--- config.mk ---
export PLATFORM = sky130hd
export DESIGN_NAME = sysarr_out_collector
export DESIGN_NICKNAME = d
export VERILOG_FILES = /design/src/rtl/sys_arr_pkg.sv /design/src/rtl/sysarr_out_collector.sv
export SDC_FILE = /design/constraint.sdc
export NUM_CORES = 1
export LEC_CHECK = 0
export ABC_AREA = 1
export ABC_CLOCK_PERIOD_IN_PS = 1700
export CAP_MARGIN = 25
export CORE_UTILIZATION = 53
export CTS_CLUSTER_DIAMETER = 100
export DETAILED_ROUTE_END_ITERATION = 16
export GPL_ROUTABILITY_DRIVEN = 0
export PLACE_DENSITY = 0.78
export SLEW_MARGIN = 15
export SYNTH_ARGS = -nofsm -noshare
export SYNTH_HDL_FRONTEND = slang
export SYNTH_SLANG_ARGS = --single-unit
--- constraint.sdc ---
create_clock -name clk -period 1.7 [get_ports clk]
set_input_delay 0.425 -clock clk [delete_from_list [all_inputs] [get_ports clk]]
set_output_delay 0.425 -clock clk [all_outputs]
set_load 0.02 [all_outputs]
--- src/rtl/sys_arr_pkg.sv ---
// Shared systolic-array parameters and types.
// Row type and fill-count width used by the output collector.
package sys_arr_pkg;

    localparam int unsigned N          = 4;
    localparam int unsigned DW         = 16;
    localparam int unsigned COLLECT_IW = $clog2(N);
    localparam int unsigned COLLECT_CW = $clog2(N) + 1;

    typedef logic [N*DW-1:0] sysarr_row_t;
    typedef logic [DW-1:0]   sysarr_elem_t;

endpackage

--- src/rtl/sysarr_out_collector.sv ---
// Output-side deserializer: assembles N serial result elements into one row, double-buffered.
// Optional sticky drop flag enabled by defining SYSARR_COLLECT_OVF_EN.
module sysarr_out_collector
    import sys_arr_pkg::*;
(
    input  logic                  clk,
    input  logic                  nRST,
    input  logic                  in_valid,
    input  logic [DW-1:0]         in_data,
    output logic                  in_ready,
    output logic                  out_valid,
    input  logic                  out_ready,
    output sysarr_row_t           out_data,
`ifdef SYSARR_COLLECT_OVF_EN
    output logic                  overflow,
    input  logic                  ovf_clr,
`endif
    output logic [COLLECT_CW-1:0] fill_cnt
);

    sysarr_elem_t          mem_q [2][N];
    sysarr_elem_t          mem_d [2][N];
    logic [1:0]            bank_full_q, bank_full_d;
    logic                  wr_bank_q, wr_bank_d;
    logic                  rd_bank_q, rd_bank_d;
    logic [COLLECT_IW-1:0] wr_idx_q, wr_idx_d;
    logic                  accept;
    logic                  drain;

    // Accept and drain are judged on registered bank_full only, so an element
    // aimed at a bank that is draining this same cycle is still dropped.
    always_comb begin
        mem_d       = mem_q;
        bank_full_d = bank_full_q;
        wr_bank_d   = wr_bank_q;
        rd_bank_d   = rd_bank_q;
        wr_idx_d    = wr_idx_q;
        accept      = in_valid && !bank_full_q[wr_bank_q];
        drain       = bank_full_q[rd_bank_q] && out_ready;

        if (accept) begin
            mem_d[wr_bank_q][wr_idx_q] = in_data;
            if (wr_idx_q == COLLECT_IW'(N - 1)) begin
                wr_idx_d               = '0;
                bank_full_d[wr_bank_q] = 1'b1;
                wr_bank_d              = ~wr_bank_q;
            end else begin
                wr_idx_d = wr_idx_q + COLLECT_IW'(1);
            end
        end

        if (drain) begin
            bank_full_d[rd_bank_q] = 1'b0;
            rd_bank_d              = ~rd_bank_q;
        end
    end

    always_ff @(posedge clk or negedge nRST) begin
        if (!nRST) begin
            for (int unsigned b = 0; b < 2; b++) begin
                for (int unsigned i = 0; i < N; i++) begin
                    mem_q[b][i] <= '0;
                end
            end
            bank_full_q <= '0;
            wr_bank_q   <= 1'b0;
            rd_bank_q   <= 1'b0;
            wr_idx_q    <= '0;
        end else begin
            mem_q       <= mem_d;
            bank_full_q <= bank_full_d;
            wr_bank_q   <= wr_bank_d;
            rd_bank_q   <= rd_bank_d;
            wr_idx_q    <= wr_idx_d;
        end
    end

`ifdef SYSARR_COLLECT_OVF_EN
    logic overflow_q, overflow_d;

    // A drop in the same cycle as a clear leaves the flag set.
    always_comb begin
        overflow_d = overflow_q;
        if (ovf_clr) begin
            overflow_d = 1'b0;
        end
        if (in_valid && bank_full_q[wr_bank_q]) begin
            overflow_d = 1'b1;
        end
    end

    always_ff @(posedge clk or negedge nRST) begin
        if (!nRST) begin
            overflow_q <= 1'b0;
        end else begin
            overflow_q <= overflow_d;
        end
    end

    assign overflow = overflow_q;
`endif

    // Element 0 sits at the MSBs of the row.
    always_comb begin
        out_data = '0;
        for (int unsigned i = 0; i < N; i++) begin
            out_data[(N-1-i)*DW +: DW] = mem_q[rd_bank_q][i];
        end
    end

    assign out_valid = bank_full_q[rd_bank_q];
    assign in_ready  = !bank_full_q[wr_bank_q];
    assign fill_cnt  = {1'b0, wr_idx_q};

endmodule

# == Yosys cells after proc, flatten, opt, wreduce, memory -nomap -nowiden ==
# Cells that the tools add are included.
# op_classes
add_sub_neg,1
magnitude_cmp,9
eq_ne,1
muxes,20
bitwise,8
n_reduce_logical,8
# op_table
op,n
64-bit 2-to-1 mux,4
128-bit bitwise mux,1
64-bit demux with 1-bit select,1
16-bit demux with 2-bit select,1
16-bit 2-to-1 mux,1
2-bit 2-to-1 mux,4
1-bit logical AND,6
1-bit 2-to-1 mux,6
2-bit greater-or-equal comparator (second input constant),2
1-bit by 2-bit < comparator with 1-bit output (second input constant),2
1-bit NOT with 2-bit output,2
3-bit greater-or-equal comparator (second input constant),1
3-bit by 1-bit < comparator with 1-bit output (second input constant),1
2-bit NOT with 3-bit output,1
2-bit by 1-bit adder with 2-bit output (second input constant),1
2-bit bitwise AND,1
1-bit demux with 1-bit select,2
2-bit == test (second input constant),1
1-bit greater-or-equal comparator (second input constant),2
2-bit by 1-bit < comparator with 1-bit output (second input constant),1
1-bit NOT,2
2-bit NOT,1
2-bit OR,1
2-bit AND reduction,1
1-bit logical NOT,1
# totals
ff_bits,134
inputBits,20
output_inout_bits,69

# == Longest topological paths before layout ==
# Gate-level depths: netlist (run 1).
# depth
ltp_word,9
depth_mapped,9
depth_no_buf,7

# == Worst setup path after synthesis (run 1) ==
# OpenSTA, ideal clock, no wires.
# synth_timing
kind,register to register
start,register wr_idx_q[0]
end,register mem_q[21] in the netlist's numbering
arrival_ns,1.601
t_required_ns,1.634
path_slack_ns,0.033
stages_incl_launch_ff,10
n_path_buf,2
path_cell_list,dfrtp_1 inv_1 ha_1 buf_2 nand2_1 clkinv_1 nand3_2 buf_2 nand2_1 nand2_1
# synth_between
elab_chain_cells,8
word_cells_on_any_way,9
# synth_rtl
element,line,text
start: declaration,sysarr_out_collector.sv:26,"logic [COLLECT_IW-1:0] wr_idx_q, wr_idx_d;"
start signal: assignment,sysarr_out_collector.sv:74,wr_idx_q <= wr_idx_d;
2-bit NOT with 3-bit output (implied by the code) (*),sysarr_out_collector.sv:42,mem_d[wr_bank_q][wr_idx_q] = in_data;
3-bit greater-or-equal comparator (implied by the code) / 3-bit by 1-bit < comparator with 1-bit output (equally long branches),sysarr_out_collector.sv:42,
1-bit logical AND (implied by the code),sysarr_out_collector.sv:42,
16-bit 2-to-1 mux (implied by the code),sysarr_out_collector.sv:42,
16-bit demux with 2-bit select (*),sysarr_out_collector.sv:42,
64-bit 2-to-1 mux (implied by the code) (*),sysarr_out_collector.sv:42,
64-bit demux with 1-bit select (*),sysarr_out_collector.sv:42,
128-bit bitwise mux (*),sysarr_out_collector.sv:42,
end signal: assignment,sysarr_out_collector.sv:70,mem_q <= mem_d;
end: declaration,sysarr_out_collector.sv:21,sysarr_elem_t mem_q [2][N];
# Mark *: on every way between the ends. The rest lies on a longest branch, timed or not.
# A chain may end at the register's enable or synchronous reset.

# == Worst setup path in the final report (run 1) ==
# layout_timing
start,register rd_bank_q
end,output out_data[23]
# layout_between
elab_chain_cells,4
# layout_rtl
element,line,text
start: declaration,sysarr_out_collector.sv:25,"logic rd_bank_q, rd_bank_d;"
start signal: assignment,sysarr_out_collector.sv:73,rd_bank_q <= rd_bank_d;
1-bit NOT with 2-bit output (implied by the code),sysarr_out_collector.sv:107,out_data[(N-1-i)*DW +: DW] = mem_q[rd_bank_q][i];
64-bit 2-to-1 mux (3 in series),n/a,
end: declaration,sysarr_out_collector.sv:13,"output sysarr_row_t out_data,"
# No other way between the ends. The select of a mux whose other input is x is not followed.

==> results of run 1 <==
-- power by group through the flow --
stage	Sequential, mW	Clock (mW)	Combinational (mW)
final	5.68	3.72	9.58
after global placement	5.57	0	8.68
after floorplan	5.36	0	5.24
after detailed placement	5.59	0	8.84
after CTS	5.60	3.73	9.08
after global routing	5.83	3.87	10.3
-- state kept, by name (all words and copies together) (netlist names) --
register,flops
rd_bank_q,1
wr_idx_q,2
wr_bank_q,1
bank_full_q,2
mem_q,128
-- per-layer routing --
metal / up-vias / track usage / wire length, microns
met2: 305 / 0.500 / 8930
met5: - / 0 / 0
li1: 2854 / - / -
met3: 51 / 0.0729 / 1580
met4: 0 / 0.148 / 601
met1: 2939 / 0.412 / 7840
-- stage by stage --
step	power, mW	hold WS (ns)	setup TNS [ns]	setup WS [ns]
CTS	18.4	0.357	-11.54	-0.236
finish	19.0	0.364	-10.74	-0.208
floorplan	10.6	0.129	0	0.0330
detailed placement	14.4	0.254	-10.12	-0.216
global placement	14.3	0.257	-8.74	-0.231
global route	20.1	0.370	-13.11	-0.234
-- cell type report --
type | instances | area, sq um | area share
inverter | 12 | 50.0 | 0.00588
multi-input combinational | 616 | 2770 | 0.326
timing repair buffer | 151 | 1550 | 0.182
tap | 147 | 184 | 0.0216
clock inverter | 14 | 159 | 0.0187
sequential | 134 | 3350 | 0.394
clock buffer | 18 | 439 | 0.0516
-- worst min path at each step --
| stage | to | cells past startpoint | slack [ns] |
|---|---|---|---|
| 2_1_floorplan | bank_full_q[0] | 0 | 0.13 |
| 3_3_place_gp | mem_q[46] | 1 | 0.26 |
| 3_5_place_dp | mem_q[46] | 1 | 0.25 |
| 4_1_cts | mem_q[110] | 2 | 0.36 |
| 5_1_grt | mem_q[110] | 2 | 0.37 |
| 6_report | mem_q[46] | 2 | 0.36 |
-- worst max-delay path, stage by stage (launching register included) --
cell and delay [ns]:
dfrtp_2 0.45, clkinv_4 0.13, buf_8 0.19, nand2_1 0.08, nand2_2 0.09, buf_6 0.12
-- synthesized netlist by cell type, types with 3 or more instances --
cell,count,area (sq um)
clkbuf_1,15,56.3
nand3_2,4,40.0
buf_1,11,41.3
buf_4,4,30.0
nor2_1,3,11.3
nand3_1,67,335
buf_6,13,146
dfrtp_1,134,3350
buf_2,15,75.1
clkbuf_2,16,80.1
nand2_1,464,1740
clkinv_1,4,15.0
o21ai_0,3,15.0
inv_1,7,26.3
nand4_1,64,400
ha_1,4,50.1
-- repair_timing --
item,CTS,global route
endpoints found under the hold margin,2,0
setup endpoints to repair,68,84
gates cloned,2,1
hold buffers,1,0
pin swaps,5,2
setup buffers,1,2
gates resized for setup,372,62
-- kinds of logic (layout without fill, tap and decap cells) --
| group | Yosys count | count (layout) |
|---|---|---|
| AND/OR/NAND/NOR | 606 | 606 |
| flip-flops | 134 | 134 |
| buffers and inverters | 86 | 195 |
| AO/OA/AOI/OAI | 5 | 5 |
| adder cells (fa/ha/maj) | 4 | 4 |
| other | 1 | 1 |
==> impl_metrics.py, run 1 <==
metrics = {
    "status": {
        "outcome": "complete, but fails checks",
        "failed_checks": "setup timing",
    },
    "clock_network": {
        "cts.sinks": 134,
        "cts_buffer_depth": 2,
        "htree_num_levels": 4,
        "tritoncts.num_buffers": 17,
        "cts_root_buffer_type": "clkbuf_16",
        "cts.reportedPaths.clkPinSlew_ns": 0.06,
        "clock_insertion_delay_at_the_later_pin_of_the_skew_report_ns": 0.42,
        "cts_tree": "yes",
    },
    "routing": {
        "routed-via-count": 6149,
        "first_pass_iters": 5,
        "drt_initial_violations": 516,
        "avgRoutedWirePerCell_microns": 17.4,
        "viasPerCell": 5.63,
        "antenna_violating_nets_post_route": 0,
        "final_wirelength_microns": 18900,
        "drc": 0,
    },
    "final_layout": {
        "final_cell_mix": "424 x nand2_1, 133 x dfrtp_1, 67 x nand3_1, 65 x buf_4, 64 x nand4_1",
        "layout.cells.most_common": "nand2_1",
        "final_area_sq_um": 8510,
        "fill_cells": 913,
        "antennaDiodeCount": 0,
        "finish.utilization": 0.712,
        "num-nets-final": 956,
        "area_growth_syn_to_layout_pct": 31.4,
        "drive_gt1_frac": 0.228,
        "post_layout_nonfiller_instances": 1092,
    },
    "critical_path": {
        "cp.required_ns": 1.27,
        "regToRegEndpoint": "mem_q[79]",
        "reg2reg_from": "wr_bank_q",
        "startpoint_type": "flop",
        "worstRegToRegCells": 5,
        "timing.critical_path.to": "out_data[23]",
        "worst-endpoint-arrival_ns": 1.48,
        "crit_start": "rd_bank_q",
        "reg2reg_setup_slack_ns": 0.09,
        "timing.critical_path.to_type": "primary output",
        "crit_type": "flop to primary output",
        "highest_net_fanout_along_the_worst_path": 15,
    },
    "pwr": {
        "p_seq_frac": 0.299,
        "vdd.ir_drop.worst_uv": 1250,
        "combinationalPowerShare": 0.505,
        "p_clk_frac": 0.196,
        "internal_power_mw": 11.0,
        "power_density_relative_to_cell_area_nw_per_um2": 2230,
        "power_switching_share": 0.419,
        "power_leakage_nw": 4.63,
        "switching_power_mw": 7.95,
    },
    "timing": {
        "hold_violations": 0,
        "worst_pin_slew_ns": 0.501,
        "timing.fmax_ghz": 0.524,
        "final_critical_path_setup_slack_ns": -0.208,
        "number_of_pins_with_negative_max_slew_slack_in_the_final_report": 0,
        "timing.final.crit_share": 1.12,
        "rsz0062_at_grt": "true",
        "finClkSkew_ns": 0.00536,
        "worst_slew_margin_rel": 0.665,
        "period_needed_ns": 1.91,
        "setup_viol": 65,
    },
    "synthesis": {
        "synth_cells": 836,
        "synth.area.mux_share": 0,
        "post_synthesis_simple_gate_area_fraction": 0.396,
        "synthesis.nets": 860,
        "asyncSetResetFlopFracSynth": 1.00,
        "synth_top_family_by_area": "simple AND/OR/NAND/NOR gates",
        "synth_warnings": 0,
        "synth-compound-area-share": 0.00425,
        "synthFlopType": "dfrtp_1",
        "synthAdderAreaFrac": 0.00773,
        "yosysSeqAreaShare": 0.518,
        "postSynthRegisterBits": 134,
        "synthXorXnorAreaFrac": 0,
        "synth_area_sq_um": 6470,
        "synth_enable_flop_cells": 0,
        "postSynthAreaPerCell_sq_um": 7.75,
        "netlist-cell-type-count": 22,
    },
    "floorplanning": {
        "fp.coreArea_sq_um": 12000,
        "floorplan.rows": 40,
        "floorplan.die_area_sq_um": 12700,
        "floorplan.die.height_microns": 113,
        "start_util": 0.541,
        "floorplan.die.width_microns": 113,
        "pin_count": 89,
    },
    "global_route": {
        "gr-usage-all-layers": 0.315,
        "grt_first_pass_wirelength_microns": 30600,
        "global_route.overflow_total": 0,
        "initial_antenna_violation_count": 0,
        "number_of_global_route_vias_before_repair": 5932,
        "grt_max_degree": 60,
    },
    "placement": {
        "detailedPlacementHpwl_microns": 11500,
        "place_area_sq_um": 7670,
        "portBuffers": 87,
        "placed_cells": 1055,
    },
    "worst_hold_path": {
        "holdCritPathClass": "input pin to async pin",
    },
    "job": {
        "max_cap_viol_count": 0,
    },
}
No activity file was read; power rests on OpenSTA's default activity.
==> inputs of run 2 (changes only) <==
--- a/config.mk
+++ b/config.mk
@@ -7,7 +7,7 @@
 export LEC_CHECK = 0
 export ABC_AREA = 1
 export ABC_CLOCK_PERIOD_IN_PS = 1700
-export CAP_MARGIN = 25
+export CAP_MARGIN = 20
 export CORE_UTILIZATION = 53
 export CTS_CLUSTER_DIAMETER = 100
 export DETAILED_ROUTE_END_ITERATION = 16
==> results of run 2 <==
The final DEF is identical to that of run 1; final timing and power are the same.
